<file path="src/rtl/fque_pkg.sv">
// Shared free-queue helpers: wide pointer/count types, controller states and an index
// wrap helper for circular lists whose depth need not be a power of two.
package fque_pkg;

  localparam int unsigned FqueMaxW = 16;

  typedef logic [FqueMaxW-1:0] fque_ptr_t;
  typedef logic [FqueMaxW:0]   fque_cnt_t;

  typedef enum logic [0:0] {
    StInit,
    StRun
  } fque_state_e;

  // Advance idx by inc (inc <= depth) and wrap at depth.
  function automatic int unsigned fque_wrap_add(input int unsigned idx,
                                                input int unsigned inc,
                                                input int unsigned depth);
    int unsigned s;
    s = idx + inc;
    if (s >= depth) begin
      s = s - depth;
    end
    return s;
  endfunction

endpackage

</file>
<file path="src/rtl/algo_mrnw_flst_grant.sv">
// Ascending-index grant of up to i_avail requests out of NUMREQ.
module algo_mrnw_flst_grant
  import fque_pkg::*;
#(
  parameter int unsigned NUMREQ = 2
) (
  input  logic [NUMREQ-1:0] i_req,
  input  fque_cnt_t         i_avail,
  output logic [NUMREQ-1:0] o_gnt,
  output fque_cnt_t         o_ngnt
);

  fque_cnt_t w_cnt;

  always_comb begin
    o_gnt = '0;
    w_cnt = '0;
    for (int i = 0; i < NUMREQ; i++) begin
      if (i_req[i] && (w_cnt < i_avail)) begin
        o_gnt[i] = 1'b1;
        w_cnt    = w_cnt + 1'b1;
      end
    end
  end

  assign o_ngnt = w_cnt;

endmodule

</file>
<file path="src/rtl/algo_mrnw_flst.sv">
// Multi-read/multi-write free-pointer list: flop-based circular queue of free pointers,
// guarded by a free bitmap that rejects duplicate and out-of-range frees.
module algo_mrnw_flst
  import fque_pkg::*;
#(
  parameter int unsigned NUMPUPT  = 2,
  parameter int unsigned NUMPOPT  = 2,
  parameter int unsigned NUMADDR  = 16,
  parameter int unsigned BITADDR  = 4,
  parameter int unsigned BITQCNT  = BITADDR + 1,
  parameter int unsigned LOWMARK  = 4,
  parameter int unsigned HIGHMARK = 8
) (
  input  logic                       clk,
  input  logic                       rst_n,
  input  logic [NUMPUPT-1:0]         i_push,
  input  logic [NUMPUPT*BITADDR-1:0] i_pu_ptr,
  input  logic [NUMPOPT-1:0]         i_pop,
  output logic [NUMPOPT-1:0]         o_po_pvld,
  output logic [NUMPOPT*BITADDR-1:0] o_po_ptr,
  output logic [BITQCNT-1:0]         o_freecnt,
  output logic                       o_lowmark,
  output logic                       o_err_dup,
  output logic                       o_err_ovr,
  input  logic                       i_err_clr,
  output logic                       o_ready
);

  localparam int unsigned BITIDX = (NUMADDR > 1) ? $clog2(NUMADDR) : 1;
  typedef logic [BITIDX-1:0] idx_t;

  fque_state_e                r_state, w_state_d;
  logic [BITADDR-1:0]         r_list   [NUMADDR];
  logic [BITADDR-1:0]         w_list_d [NUMADDR];
  logic [NUMADDR-1:0]         r_bitmap, w_bitmap_d;
  idx_t                       r_head, w_head_d, r_tail, w_tail_d, r_icnt, w_icnt_d;
  logic [BITQCNT-1:0]         r_freecnt, w_freecnt_d;
  logic                       r_lowmark, w_lowmark_d;
  logic                       r_err_dup, w_err_dup_d, r_err_ovr, w_err_ovr_d;
  logic [NUMPOPT-1:0]         r_po_pvld, w_po_pvld_d;
  logic [NUMPOPT*BITADDR-1:0] r_po_ptr, w_po_ptr_d;

  logic                       w_ready;
  logic                       w_init_last;
  logic [NUMPOPT-1:0]         w_gnt;
  fque_cnt_t                  w_ngnt;
  fque_cnt_t                  w_avail;
  logic [BITADDR-1:0]         w_pu [NUMPUPT];
  logic [NUMPUPT-1:0]         w_acc, w_dup, w_ovr;
  int unsigned                w_rank;
  int unsigned                w_fc;
  idx_t                       w_idx;

  // ---------------- FSM ----------------
  assign w_init_last = (32'(r_icnt) == NUMADDR - 1);

  always_ff @(posedge clk or negedge rst_n) begin
    if (!rst_n) begin
      r_state <= StInit;
    end else begin
      r_state <= w_state_d;
    end
  end

  always_comb begin
    w_state_d = r_state;
    unique case (r_state)
      StInit: if (w_init_last) w_state_d = StRun;
      StRun:  w_state_d = StRun;
    endcase
  end

  always_comb begin
    w_ready = (r_state == StRun);
  end

  // ---------------- grant ----------------
  assign w_avail = fque_cnt_t'(r_freecnt);

  algo_mrnw_flst_grant #(
    .NUMREQ(NUMPOPT)
  ) u_grant (
    .i_req  (i_pop & {NUMPOPT{w_ready}}),
    .i_avail(w_avail),
    .o_gnt  (w_gnt),
    .o_ngnt (w_ngnt)
  );

  // ---------------- push screening ----------------
  always_comb begin
    for (int i = 0; i < NUMPUPT; i++) begin
      w_pu[i] = i_pu_ptr[i*BITADDR +: BITADDR];
    end
  end

  // A push is judged against the bitmap as it stood at the start of the cycle.
  always_comb begin
    w_acc = '0;
    w_dup = '0;
    w_ovr = '0;
    for (int i = 0; i < NUMPUPT; i++) begin
      if (w_ready && i_push[i]) begin
        if (32'(w_pu[i]) >= NUMADDR) begin
          w_ovr[i] = 1'b1;
        end else begin
          w_dup[i] = r_bitmap[idx_t'(w_pu[i])];
          for (int j = 0; j < i; j++) begin
            if (i_push[j] && (w_pu[j] == w_pu[i])) w_dup[i] = 1'b1;
          end
          w_acc[i] = ~w_dup[i];
        end
      end
    end
  end

  // ---------------- list, bitmap and count update ----------------
  always_comb begin
    w_list_d    = r_list;
    w_bitmap_d  = r_bitmap;
    w_head_d    = r_head;
    w_tail_d    = r_tail;
    w_icnt_d    = r_icnt;
    w_po_pvld_d = '0;
    w_po_ptr_d  = '0;
    w_rank      = 0;
    w_idx       = '0;
    w_fc        = 32'(r_freecnt);
    if (!w_ready) begin
      w_list_d[r_icnt]   = BITADDR'(r_icnt);
      w_bitmap_d[r_icnt] = 1'b1;
      w_icnt_d           = idx_t'(fque_wrap_add(32'(r_icnt), 1, NUMADDR));
      w_fc               = w_fc + 1;
    end else begin
      for (int j = 0; j < NUMPOPT; j++) begin
        if (w_gnt[j]) begin
          w_idx                              = idx_t'(fque_wrap_add(32'(r_head), w_rank, NUMADDR));
          w_po_pvld_d[j]                     = 1'b1;
          w_po_ptr_d[j*BITADDR +: BITADDR]   = r_list[w_idx];
          w_bitmap_d[idx_t'(r_list[w_idx])]  = 1'b0;
          w_rank                             = w_rank + 1;
        end
      end
      w_head_d = idx_t'(fque_wrap_add(32'(r_head), 32'(w_ngnt), NUMADDR));
      w_fc     = w_fc - 32'(w_ngnt);
      w_rank   = 0;
      for (int i = 0; i < NUMPUPT; i++) begin
        if (w_acc[i]) begin
          w_idx                          = idx_t'(fque_wrap_add(32'(r_tail), w_rank, NUMADDR));
          w_list_d[w_idx]                = w_pu[i];
          w_bitmap_d[idx_t'(w_pu[i])]    = 1'b1;
          w_rank                         = w_rank + 1;
        end
      end
      w_tail_d = idx_t'(fque_wrap_add(32'(r_tail), w_rank, NUMADDR));
      w_fc     = w_fc + w_rank;
    end
    w_freecnt_d = BITQCNT'(w_fc);
  end

  // Hysteresis: between the two marks the flag holds its value.
  always_comb begin
    w_lowmark_d = r_lowmark;
    if (w_fc < LOWMARK) begin
      w_lowmark_d = 1'b1;
    end else if (w_fc >= HIGHMARK) begin
      w_lowmark_d = 1'b0;
    end
  end

  always_comb begin
    w_err_dup_d = r_err_dup;
    w_err_ovr_d = r_err_ovr;
    if (i_err_clr) begin
      w_err_dup_d = 1'b0;
      w_err_ovr_d = 1'b0;
    end
    if (|w_dup) w_err_dup_d = 1'b1;
    if (|w_ovr) w_err_ovr_d = 1'b1;
  end

  always_ff @(posedge clk or negedge rst_n) begin
    if (!rst_n) begin
      for (int k = 0; k < NUMADDR; k++) begin
        r_list[k] <= '0;
      end
      r_bitmap  <= '0;
      r_head    <= '0;
      r_tail    <= '0;
      r_icnt    <= '0;
      r_freecnt <= '0;
      r_lowmark <= 1'b1;
      r_err_dup <= 1'b0;
      r_err_ovr <= 1'b0;
      r_po_pvld <= '0;
      r_po_ptr  <= '0;
    end else begin
      r_list    <= w_list_d;
      r_bitmap  <= w_bitmap_d;
      r_head    <= w_head_d;
      r_tail    <= w_tail_d;
      r_icnt    <= w_icnt_d;
      r_freecnt <= w_freecnt_d;
      r_lowmark <= w_lowmark_d;
      r_err_dup <= w_err_dup_d;
      r_err_ovr <= w_err_ovr_d;
      r_po_pvld <= w_po_pvld_d;
      r_po_ptr  <= w_po_ptr_d;
    end
  end

  assign o_po_pvld = r_po_pvld;
  assign o_po_ptr  = r_po_ptr;
  assign o_freecnt = r_freecnt;
  assign o_lowmark = r_lowmark;
  assign o_err_dup = r_err_dup;
  assign o_err_ovr = r_err_ovr;
  assign o_ready   = w_ready;

endmodule

</file>
<file path="config.mk">
export PLATFORM = sky130hd
export DESIGN_NAME = algo_mrnw_flst
export DESIGN_NICKNAME = d
export VERILOG_FILES = /design/src/rtl/fque_pkg.sv /design/src/rtl/algo_mrnw_flst_grant.sv /design/src/rtl/algo_mrnw_flst.sv
export SDC_FILE = /design/constraint.sdc
export NUM_CORES = 1
export LEC_CHECK = 0
export BUFFER_PORTS_ARGS = -buffer_cell sky130_fd_sc_hd__buf_4
export CORE_ASPECT_RATIO = 0.7
export CORE_UTILIZATION = 59
export CTS_BUF_LIST = sky130_fd_sc_hd__clkbuf_8
export DETAILED_ROUTE_END_ITERATION = 8
export PLACE_DENSITY_LB_ADDON = 0.2
export SLEW_MARGIN = 15
export SYNTH_ARGS = -nofsm -noshare
export SYNTH_HDL_FRONTEND = slang
export SYNTH_SLANG_ARGS = --single-unit
export TNS_END_PERCENT = 5
</file>
<file path="constraint.sdc">
create_clock -name clk -period 4.25 [get_ports clk]
set_input_delay 0.85 -clock clk [delete_from_list [all_inputs] [get_ports clk]]
set_output_delay 0.85 -clock clk [all_outputs]
set_load 0.01 [all_outputs]
</file>
Word level (Yosys, flattened, before mapping):

Index checks and enable logic that the tools add are counted.

* multiplexer cells: 85
* $lt $le $gt $ge: 29
* reductions and logical operators: 16
* $add $sub $neg: 17
* bitwise operators: 16
* equality and inequality tests: 2

Operator list (count)
* $mux W64: 4
* $bwmux W64: 3
* $mux W32: 5
* $mux W16: 8
* $add A4 B32 Y32: 3
* $ge A32 B5 Y1 const B: 3
* $mux W4: 24
* $demux W4 S4: 3
* $or A16 B16 Y16: 3
* $add A32 B1 Y32 const B: 1
* $add A32 B32 Y32: 1
* $and A16 B16 Y16: 2
* $bmux W4 S4: 2
* $ge A32 B4 Y1 const B: 1
* $lt A32 B3 Y1 const B: 1
* $not A16 Y16: 2
* $ge A5 B5 Y1 const B: 6
* $sub A4 B1 Y4 const B: 7
* $lt A4 B5 Y1 const B: 5
* $mux W1: 25
* $not A4 Y5: 5
* $demux W1 S4: 5
* $ge A4 B1 Y1 const B: 5
* $add A4 B17 Y18: 1
* other kinds (21): 40

* logic and storage cells: 191
* output and inout bits: 19
* input bits: 15
* flip-flop bits (word level): 110

Logic depth before layout (Yosys ltp):

Gate-level depths: netlist of the first run.

* depth after elaboration: 28
* gate-level depth with buffers: 18
* gate-level depth less buffers: 15

Cells and area by module:

A second synthesis of the first run with hierarchy kept.

* cell total of the unflattened synthesis: 1011
* area, all modules: 9118.7 µm²

By module, submodules not included
* algo_mrnw_flst: instances 1, sequential area each 2753.9 µm², cells each 986, area an instance 8912.3 µm²
* algo_mrnw_flst_grant: instances 1, sequential area each 0.0 µm², cells each 25, area an instance 206.4 µm²

Worst setup path after synthesis of the first run:

OpenSTA, ideal clock, no wires.

* path kind: register to register
* from: register r_freecnt[3], in the netlist o_freecnt[3]
* to: register r_bitmap[12]
* arrival: 4170 ps
* path slack: -46 ps
* path buffers: 3
* cell stages (with the launch flop): 14
* data required time: 4124 ps
* clock period less this slack: 4296 ps
* setup time: 126 ps
* cells stage by stage: dfrtp_1 > clkbuf_1 > or4_1 > o211ai_1 > inv_1 > ha_1 > ha_1 > clkbuf_1 > clkbuf_1 > mux4_2 > mux4_2 > nor3_2 > nand2_1 > a311o_1

* word-level cells in the longest chain between the ends: 28
* elaborated cells on any way between the ends: 36
* those cells by class: add/sub: 2; order compare: 5; mux: 21; bitwise: 5; reduce/logical: 3

RTL lines
* from (decl): RTL line algo_mrnw_flst.sv:37 `logic [BITQCNT-1:0] r_freecnt, w_freecnt_d;`
* from (signal assigned): RTL line algo_mrnw_flst.sv:202 `r_freecnt <= w_freecnt_d;`
* $lt A1 B5 Y1: RTL line algo_mrnw_flst_grant.sv:19 `if (i_req[i] && (w_cnt < i_avail)) begin`
* $logic_and A1 B1 Y1: RTL line algo_mrnw_flst_grant.sv:19
* $mux W1: RTL line algo_mrnw_flst_grant.sv:19
* $mux W1: RTL line algo_mrnw_flst.sv:135 `if (w_gnt[j]) begin`
* $mux W32: RTL line algo_mrnw_flst.sv:128 `if (!w_ready) begin`
* $add A4 B32 Y32: RTL line fque_pkg.sv:20 `s = idx + inc;`
* $ge A32 B5 Y1 or $sub A4 B1 Y4 (tied branches): RTL line fque_pkg.sv:21, fque_pkg.sv:22
* $mux W4: RTL line fque_pkg.sv:21 `if (s >= depth) begin`
* (+13 left out)
* $mux W16 *: RTL line algo_mrnw_flst.sv:128
* $or A16 B16 Y16 (no source line)
* $mux W16 *: RTL line algo_mrnw_flst.sv:147 `if (w_acc[i]) begin`
* $mux W16 *: RTL line algo_mrnw_flst.sv:128
* $or A16 B16 Y16 (no source line)
* $mux W16 *: RTL line algo_mrnw_flst.sv:147
* $mux W16 *: RTL line algo_mrnw_flst.sv:128
* named net w_bitmap_d[12]: RTL line algo_mrnw_flst.sv:35 `logic [NUMADDR-1:0] r_bitmap, w_bitmap_d;`
* to (signal assigned): RTL line algo_mrnw_flst.sv:198 `r_bitmap <= w_bitmap_d;`
* to (decl): RTL line algo_mrnw_flst.sv:35

Mark *: on every way through the listed nets, which the timed path passes. The rest lies on a longest branch. The select of a mux whose other input is x is not followed.
A chain may end at the register's enable or synchronous reset.

Worst setup path in the final report of the first run:

* from: register r_freecnt[1], in the netlist o_freecnt[1]
* to: register r_bitmap[9]

The elaborated chain is that of the path after synthesis.

==> metrics.cfg, run 1 <==
[run_status]
status=complete, but fails checks
violations=DRC, setup timing

[sta]
max-slew-margin-rel_pct=22.08
setup_slack_ns=-0.006281
totalNegativeSetupSlack_ns=-0.006281
rsz0062_at_grt=true
worst-slew-pin-transition_ns=1.154
slew_violations=0
period_share_pct=100.1
whs_ns=0.5696
finalHoldViolCount=0
max_freq_mhz=234.9
clock_skew_ns=0.01884
fin_crit_ns=4.256
final-setup-viol-count=1

[clock_network]
clock_sinks=110
hold_buffers=0
numCtsBuffers=9
cts_tree=built
cts_root_buf=clkbuf_8
clkSlewWorstSetupHoldPaths_ns=0.12
clock_latency_ns=0.41
clk_path_buf_depth=2
htreeDepth=3

[pwr]
seq_power_share_pct=26.7
cellPowerDensity_nw_per_um2=787.6
pwr-share-comb_pct=65.1
irDropWorstVdd_mv=0.3883
clkPwrFrac_pct=8.2
power.internal_mw=3.901
netSwitchingFraction_pct=51.27
leakage_nw=4.064
p_switching_mw=4.104

[yosys]
synth.cell_area_um2=9308
syn_area_per_cell_um2=8.984
synth.largest_area_cell=dfrtp_1
seq_area_frac_synth_pct=29.59
yosysTopAreaCellShare_pct=29.31
yosysWarnings=0
ys_async_sr_fraction_pct=100.0
yosys-top-cells-area=dfrtp_1 29%, mux4_2 9.9%, mux2i_1 6.3%
synthCells=1036
synth_enable_flop_cells=0
synth_ff_type=dfrtp_1
synthesis.nets=1076
ys_types=74
ys_seq_elements=110

[global_route]
grt_max_degree=70
antenna_found_initial=0
overflow=0
grt_pass1_vias=9006
grt_pass1_wl_um=55870
track_usage_pct=46.22

[critical_path]
critical_path_class=flop to flop
cp.arrival_ns=4.58
cp.required_ns=4.57
r2r_start=o_freecnt[1]$_DFF_PN0_
cp-endpoint=r_bitmap[9]$_DFF_PN0_
max_stage_delay_ns=0.52
cpLargestDelayFamily=multiplexers
worst_r2r_endpoint=r_bitmap[9]$_DFF_PN0_
critical_path.max_fanout=15
cp.depth=13
crit_start=o_freecnt[1]$_DFF_PN0_
crit_path_start_kind=flop
crit_slowest_cell=or4_4
regToRegSetupSlack_ns=-0.006
path_cells=or4_4 -> o211ai_1 -> inv_1 -> buf_4 -> ha_1 -> ha_1 -> buf_4 -> mux4_2 -> mux2i_1 -> mux2i_1 -> and2_1 -> a22o_1 -> a211oi_1
cp_num_buf_inv=3
endpoint_kind=flop
rr_worst_depth=13

[floorplanning]
design.die.area_um2=16290
ios=34
start_util_pct=60.23
num_rows=38
coreArea_um2=15450
die_y_um=107.1
dieWidth_um=152.1

[routing]
wire_per_inst_um=29.08
wl_um=36900
vias=9635
drc=9
routed_via_density=7.593
ant_nets=0
drtIter0Drc=1699
drt-pass1-iter-count=9

[cells_and_area]
final_cell_mix=107 x dfrtp_1, 99 x nor2_1, 99 x buf_4, 89 x nand2_1, 59 x mux2i_1
areaGrowthSynthToFinish_pct=9.208
utilization_pct=65.78
num-nets-final=1104
fin_cells=1269
final_common_cell=dfrtp_1
diodes=0
drive_above_1_share_pct=20.58

[job]
maxCapViolCount=0

[placement]
dpl.hpwl_um=26920
placed_cells=1249
io_buffers=32
gp_congestion=1.057

[hold_path]
min_path_type=primary input to async pin

final cells by class:
type	count	area, um2
well taps	200	250.2
flip-flops and latches	110	2759
clock buffers	10	137.6
multi-input cells	805	6052
fillers	1309	5288
clock inverters	6	43.79
inverters	37	138.9
repair buffers	101	783.3
cells by family after synthesis:
family	Yosys count	synth area share [%]
flops	110	29.59
xor+xnor	18	1.694
compound gates	281	21.25
mux	132	20.14
fa+ha+maj	25	3.683
other cells	1	0.04029
buf+inv	121	5.471
simple gates	348	18.13
routing by layer:
layer / vias up / GRT usage, % / wire (um) / share of wire (%)
li1: 3996 / - / - / -
met1: 4544 / 61.89 / 14130 / 38
met2: 909 / 63.46 / 14380 / 39
met3: 184 / 21.54 / 6564 / 18
met4: 2 / 19.61 / 1785 / 4.8
met5: - / 0 / 45 / 0.12
per-stage QoR:
| step | total power, mW | worst slack [ns] | cell area (um2) |
|---|---|---|---|
| after CTS | 7.673 | 0.04059 | 10130 |
| after global routing | 8.338 | -0.06585 | 10160 |
| after detailed placement | 7.009 | -0.03213 | 9945 |
| after global placement | 6.921 | 0.1240 | 9945 |
| after floorplan | 5.308 | -0.005215 | 9309 |
| final | 8.005 | -0.006281 | 10160 |
flip-flops by register name, summed over array words and instances, names as in the netlist, 2 cells and up:
name       flops
r_bitmap      16
o_po_pvld      2
r_head         4
o_freecnt      5
o_po_ptr       8
r_list        64
r_icnt         4
r_tail         4
how the worst min path moves through the flow:
stage                              to  cells after the start
2_1_floorplan  r_list[51]$_DFFE_PN0P_                      2
3_3_place_gp   r_list[59]$_DFFE_PN0P_                      2
3_5_place_dp    o_lowmark$_DFFE_PN1P_                      3
4_1_cts         o_lowmark$_DFFE_PN1P_                      3
5_1_grt         o_lowmark$_DFFE_PN1P_                      3
6_report       o_freecnt[3]$_DFF_PN0_                      1
cell usage after synthesis, types with 20 or more instances:
library cell  number
dfrtp_1          109
nor2_1            99
nand2_1           89
a21oi_1           59
mux2i_1           59
clkbuf_1          53
nand3_1           47
mux4_2            41
o21ai_0           39
inv_1             36
mux2_2            32
a211oi_1          26
ha_1              21
nor3_1            20
o31ai_1           20
what timing repair did:
action	in CTS	in global routing
gates resized for setup	0	3
setup buffers	0	4
endpoints found under the setup margin	0	2
power by group through the flow:
| stage | clock [mW] | combinational, mW | sequential (mW) |
|---|---|---|---|
| final | 0.655 | 5.22 | 2.13 |
| after global routing | 0.690 | 5.50 | 2.15 |
| after CTS | 0.656 | 4.94 | 2.07 |
| after detailed placement | 0 | 4.92 | 2.09 |
| after global placement | 0 | 4.85 | 2.07 |
| after floorplan | 0 | 3.47 | 1.83 |
Note: power is estimated with default switching activity, not from simulation.
==> run 2, diff against run 1 <==
Settings changed: SKIP_LAST_GASP from default to 1.
==> run 2 against run 1 <==
Effect of this change: the flow still finishes with violations (DRC, setup timing); count of clock-buffer cells in the layout unchanged; maximum frequency decreased by 0.94%; worst setup slack worse by 0.040 ns; register-to-register slack worse by 0.04 ns; design area about the same; routed wire length about the same; global-route usage did not move; critical path depth unchanged; cell count is the same; core utilization barely moved; combinational power is essentially flat; die area unchanged.
==> metrics.cfg, run 2 (synthesized netlist as in run 1, its figures left out) <==
[job]
maxCapViolCount=0  ; unchanged

[critical_path]
max_stage_delay_ns=0.52  ; about the same
path_cells=or4_4 -> o211ai_1 -> inv_1 -> buf_4 -> ha_1 -> ha_1 -> buf_4 -> mux4_2 -> mux2i_1 -> mux2i_1 -> a21oi_1 -> nand2_1 -> a32o_1  ; was or4_4 -> o211ai_1 -> inv_1 -> buf_4 -> ha_1 -> ha_1 -> buf_4 -> mux4_2 -> mux2i_1 -> mux2i_1 -> and2_1 -> a22o_1 -> a211oi_1
critical_path_class=flop to flop  ; unchanged
endpoint_kind=flop  ; unchanged
crit_path_start_kind=flop  ; unchanged
r2r_start=o_freecnt[1]$_DFF_PN0_  ; unchanged
rr_worst_depth=13  ; unchanged
critical_path.max_fanout=15  ; unchanged
cp.required_ns=4.57  ; about the same
regToRegSetupSlack_ns=-0.05  ; was -0.006 ns
worst_r2r_endpoint=r_bitmap[8]$_DFF_PN0_  ; was r_bitmap[9]$_DFF_PN0_
cp.arrival_ns=4.61  ; was 4.58 ns
crit_slowest_cell=or4_4  ; unchanged

[sta]
worst-slew-pin-transition_ns=1.070  ; was 1.154 ns
max_freq_mhz=232.7  ; was 234.9 MHz
clock_skew_ns=0.01891  ; was 0.01884 ns
period_share_pct=101.1  ; was 100.1%
rsz0062_at_grt=true  ; unchanged
whs_ns=0.5755  ; was 0.5696 ns
setup_slack_ns=-0.04675  ; was -0.006281 ns
finalHoldViolCount=0  ; unchanged
final-setup-viol-count=1  ; unchanged
fin_crit_ns=4.297  ; was 4.256 ns
max-slew-margin-rel_pct=27.73  ; was 22.08%
slew_violations=0  ; unchanged

[clock_network]
numCtsBuffers=9  ; unchanged
htreeDepth=3  ; unchanged
clock_sinks=110  ; unchanged
clkSlewWorstSetupHoldPaths_ns=0.12  ; about the same
clock_latency_ns=0.41  ; about the same
clk_path_buf_depth=2  ; unchanged
cts_tree=built  ; unchanged
cts_root_buf=clkbuf_8  ; unchanged

[cells_and_area]
areaGrowthSynthToFinish_pct=9.168  ; was 9.208%
num-nets-final=1104  ; unchanged
n_fill_cell=1309  ; unchanged
largest_reg_flops=64  ; unchanged
top_register=r_list  ; unchanged
design_area_um2=10160  ; about the same
multi_input_area_um2=6048  ; was 6052 um2
final_common_cell=dfrtp_1  ; unchanged
diodes=0  ; unchanged
final_cell_mix=107 x dfrtp_1, 99 x nor2_1, 99 x buf_4, 89 x nand2_1  ; was 107 x dfrtp_1, 99 x nor2_1, 99 x buf_4, 89 x nand2_1, 59 x mux2i_1
regArea_um2=2759  ; unchanged
drive_above_1_share_pct=20.49  ; was 20.58%

[routing]
drtIter0Drc=1668  ; was 1699
vias=9621  ; was 9635
drc=9  ; unchanged
routed_via_density=7.582  ; was 7.593
wl_um=36880  ; was 36900 um
wire_per_inst_um=29.06  ; was 29.08 um
drt-pass1-iter-count=9  ; unchanged
ant_nets=0  ; unchanged

[floorplanning]
die_y_um=107.1  ; unchanged
num_rows=38  ; unchanged
dieWidth_um=152.1  ; unchanged
design.die.area_um2=16290  ; unchanged
ios=34  ; unchanged
coreArea_um2=15450  ; unchanged
start_util_pct=60.23  ; unchanged

[hold_path]
min_path_type=primary input to async pin  ; unchanged

[placement]
io_buffers=32  ; unchanged
dpl.hpwl_um=26920  ; unchanged
placement.cell_area_um2=9945  ; unchanged
gp_congestion=1.057  ; unchanged

[pwr]
cellPowerDensity_nw_per_um2=785.7  ; was 787.6 nW/um2
leakage_nw=4.064  ; about the same
irDropWorstVdd_mv=0.3883  ; about the same

[run_status]
status=complete, but fails checks  ; unchanged
violations=DRC, setup timing  ; unchanged

[global_route]
grt_pass1_vias=9006  ; unchanged
grt_max_degree=70  ; unchanged
grt_pass1_wl_um=55870  ; unchanged
track_usage_pct=46.22  ; unchanged
antenna_found_initial=0  ; unchanged
overflow=0  ; unchanged

run 2: timing repair:
action | 4_1_cts | 5_1_grt
setup buffers | 0 | 4
hold buffers | 0 | 0
resized for setup | 0 | 2
setup endpoints to repair | 0 | 2
run 2: where the power goes:
| group | leakage, nW | switching [mW] | total [mW] | internal, mW |
|---|---|---|---|---|
| registers | 1.30 | 0.635 | 2.13 | 1.50 |
| logic | 2.67 | 3.03 | 5.20 | 2.16 |
| clock network | 0.0930 | 0.418 | 0.652 | 0.234 |
run 2: stage by stage:
step / setup WS [ns] / power [mW] / setup TNS (ns) / std cells / util (%)
2_1_floorplan: -0.005215 / 5.308 / -0.005215 / 1036 / -
3_3_place_gp: 0.1240 / 6.921 / 0 / 1249 / 64.36
3_5_place_dp: -0.03213 / 7.009 / -0.05446 / 1249 / 64.36
4_1_cts: 0.04059 / 7.673 / 0 / 1265 / 65.53
5_1_grt: -0.06585 / 8.319 / -0.1058 / 1269 / 65.76
6_report: -0.04675 / 7.984 / -0.04675 / 1269 / 65.76
run 2: layout make-up:
cell class                 instances  share of cell area [%]
tap                              200                   2.463
sequential                       110                   27.15
multi-input combinational        805                   59.52
timing repair buffer             101                   7.708
clock buffer                      10                   1.355
inverter                          37                   1.367
clock inverter                     6                  0.4310
run 2: routing by layer:
layer  track usage (%)  wire length (um)
met4             19.61              1717
met2             63.46             14340
met5                 0                19
met1             61.89             14180
met3             21.54              6623
run 2: worst max-delay path, delay by kind of cell, from the launching register on:
kind / cells / cell delay (ns)
adder cells (fa/ha/maj): 2 / 0.47
AO/OA/AOI/OAI: 3 / 0.98
buffers and inverters: 3 / 0.57
AND/OR/NAND/NOR: 2 / 0.75
multiplexers: 3 / 0.98
flip-flops: 1 / 0.45
run 2: worst max path at each step:
stage                           startpoint                endpoint  slack (ns)  depth (start not counted)
floorplan           o_freecnt[3]$_DFF_PN0_   o_lowmark$_DFFE_PN1P_      -0.005                         15
global placement               i_pu_ptr[2]  r_list[52]$_DFFE_PN0P_        0.12                         12
detailed placement             i_pu_ptr[2]  r_list[22]$_DFFE_PN0P_       -0.03                         12
CTS                 o_freecnt[1]$_DFF_PN0_   o_lowmark$_DFFE_PN1P_        0.04                         14
global route        o_freecnt[1]$_DFF_PN0_   o_lowmark$_DFFE_PN1P_       -0.07                         14
finish              o_freecnt[1]$_DFF_PN0_   r_bitmap[8]$_DFF_PN0_       -0.05                         13
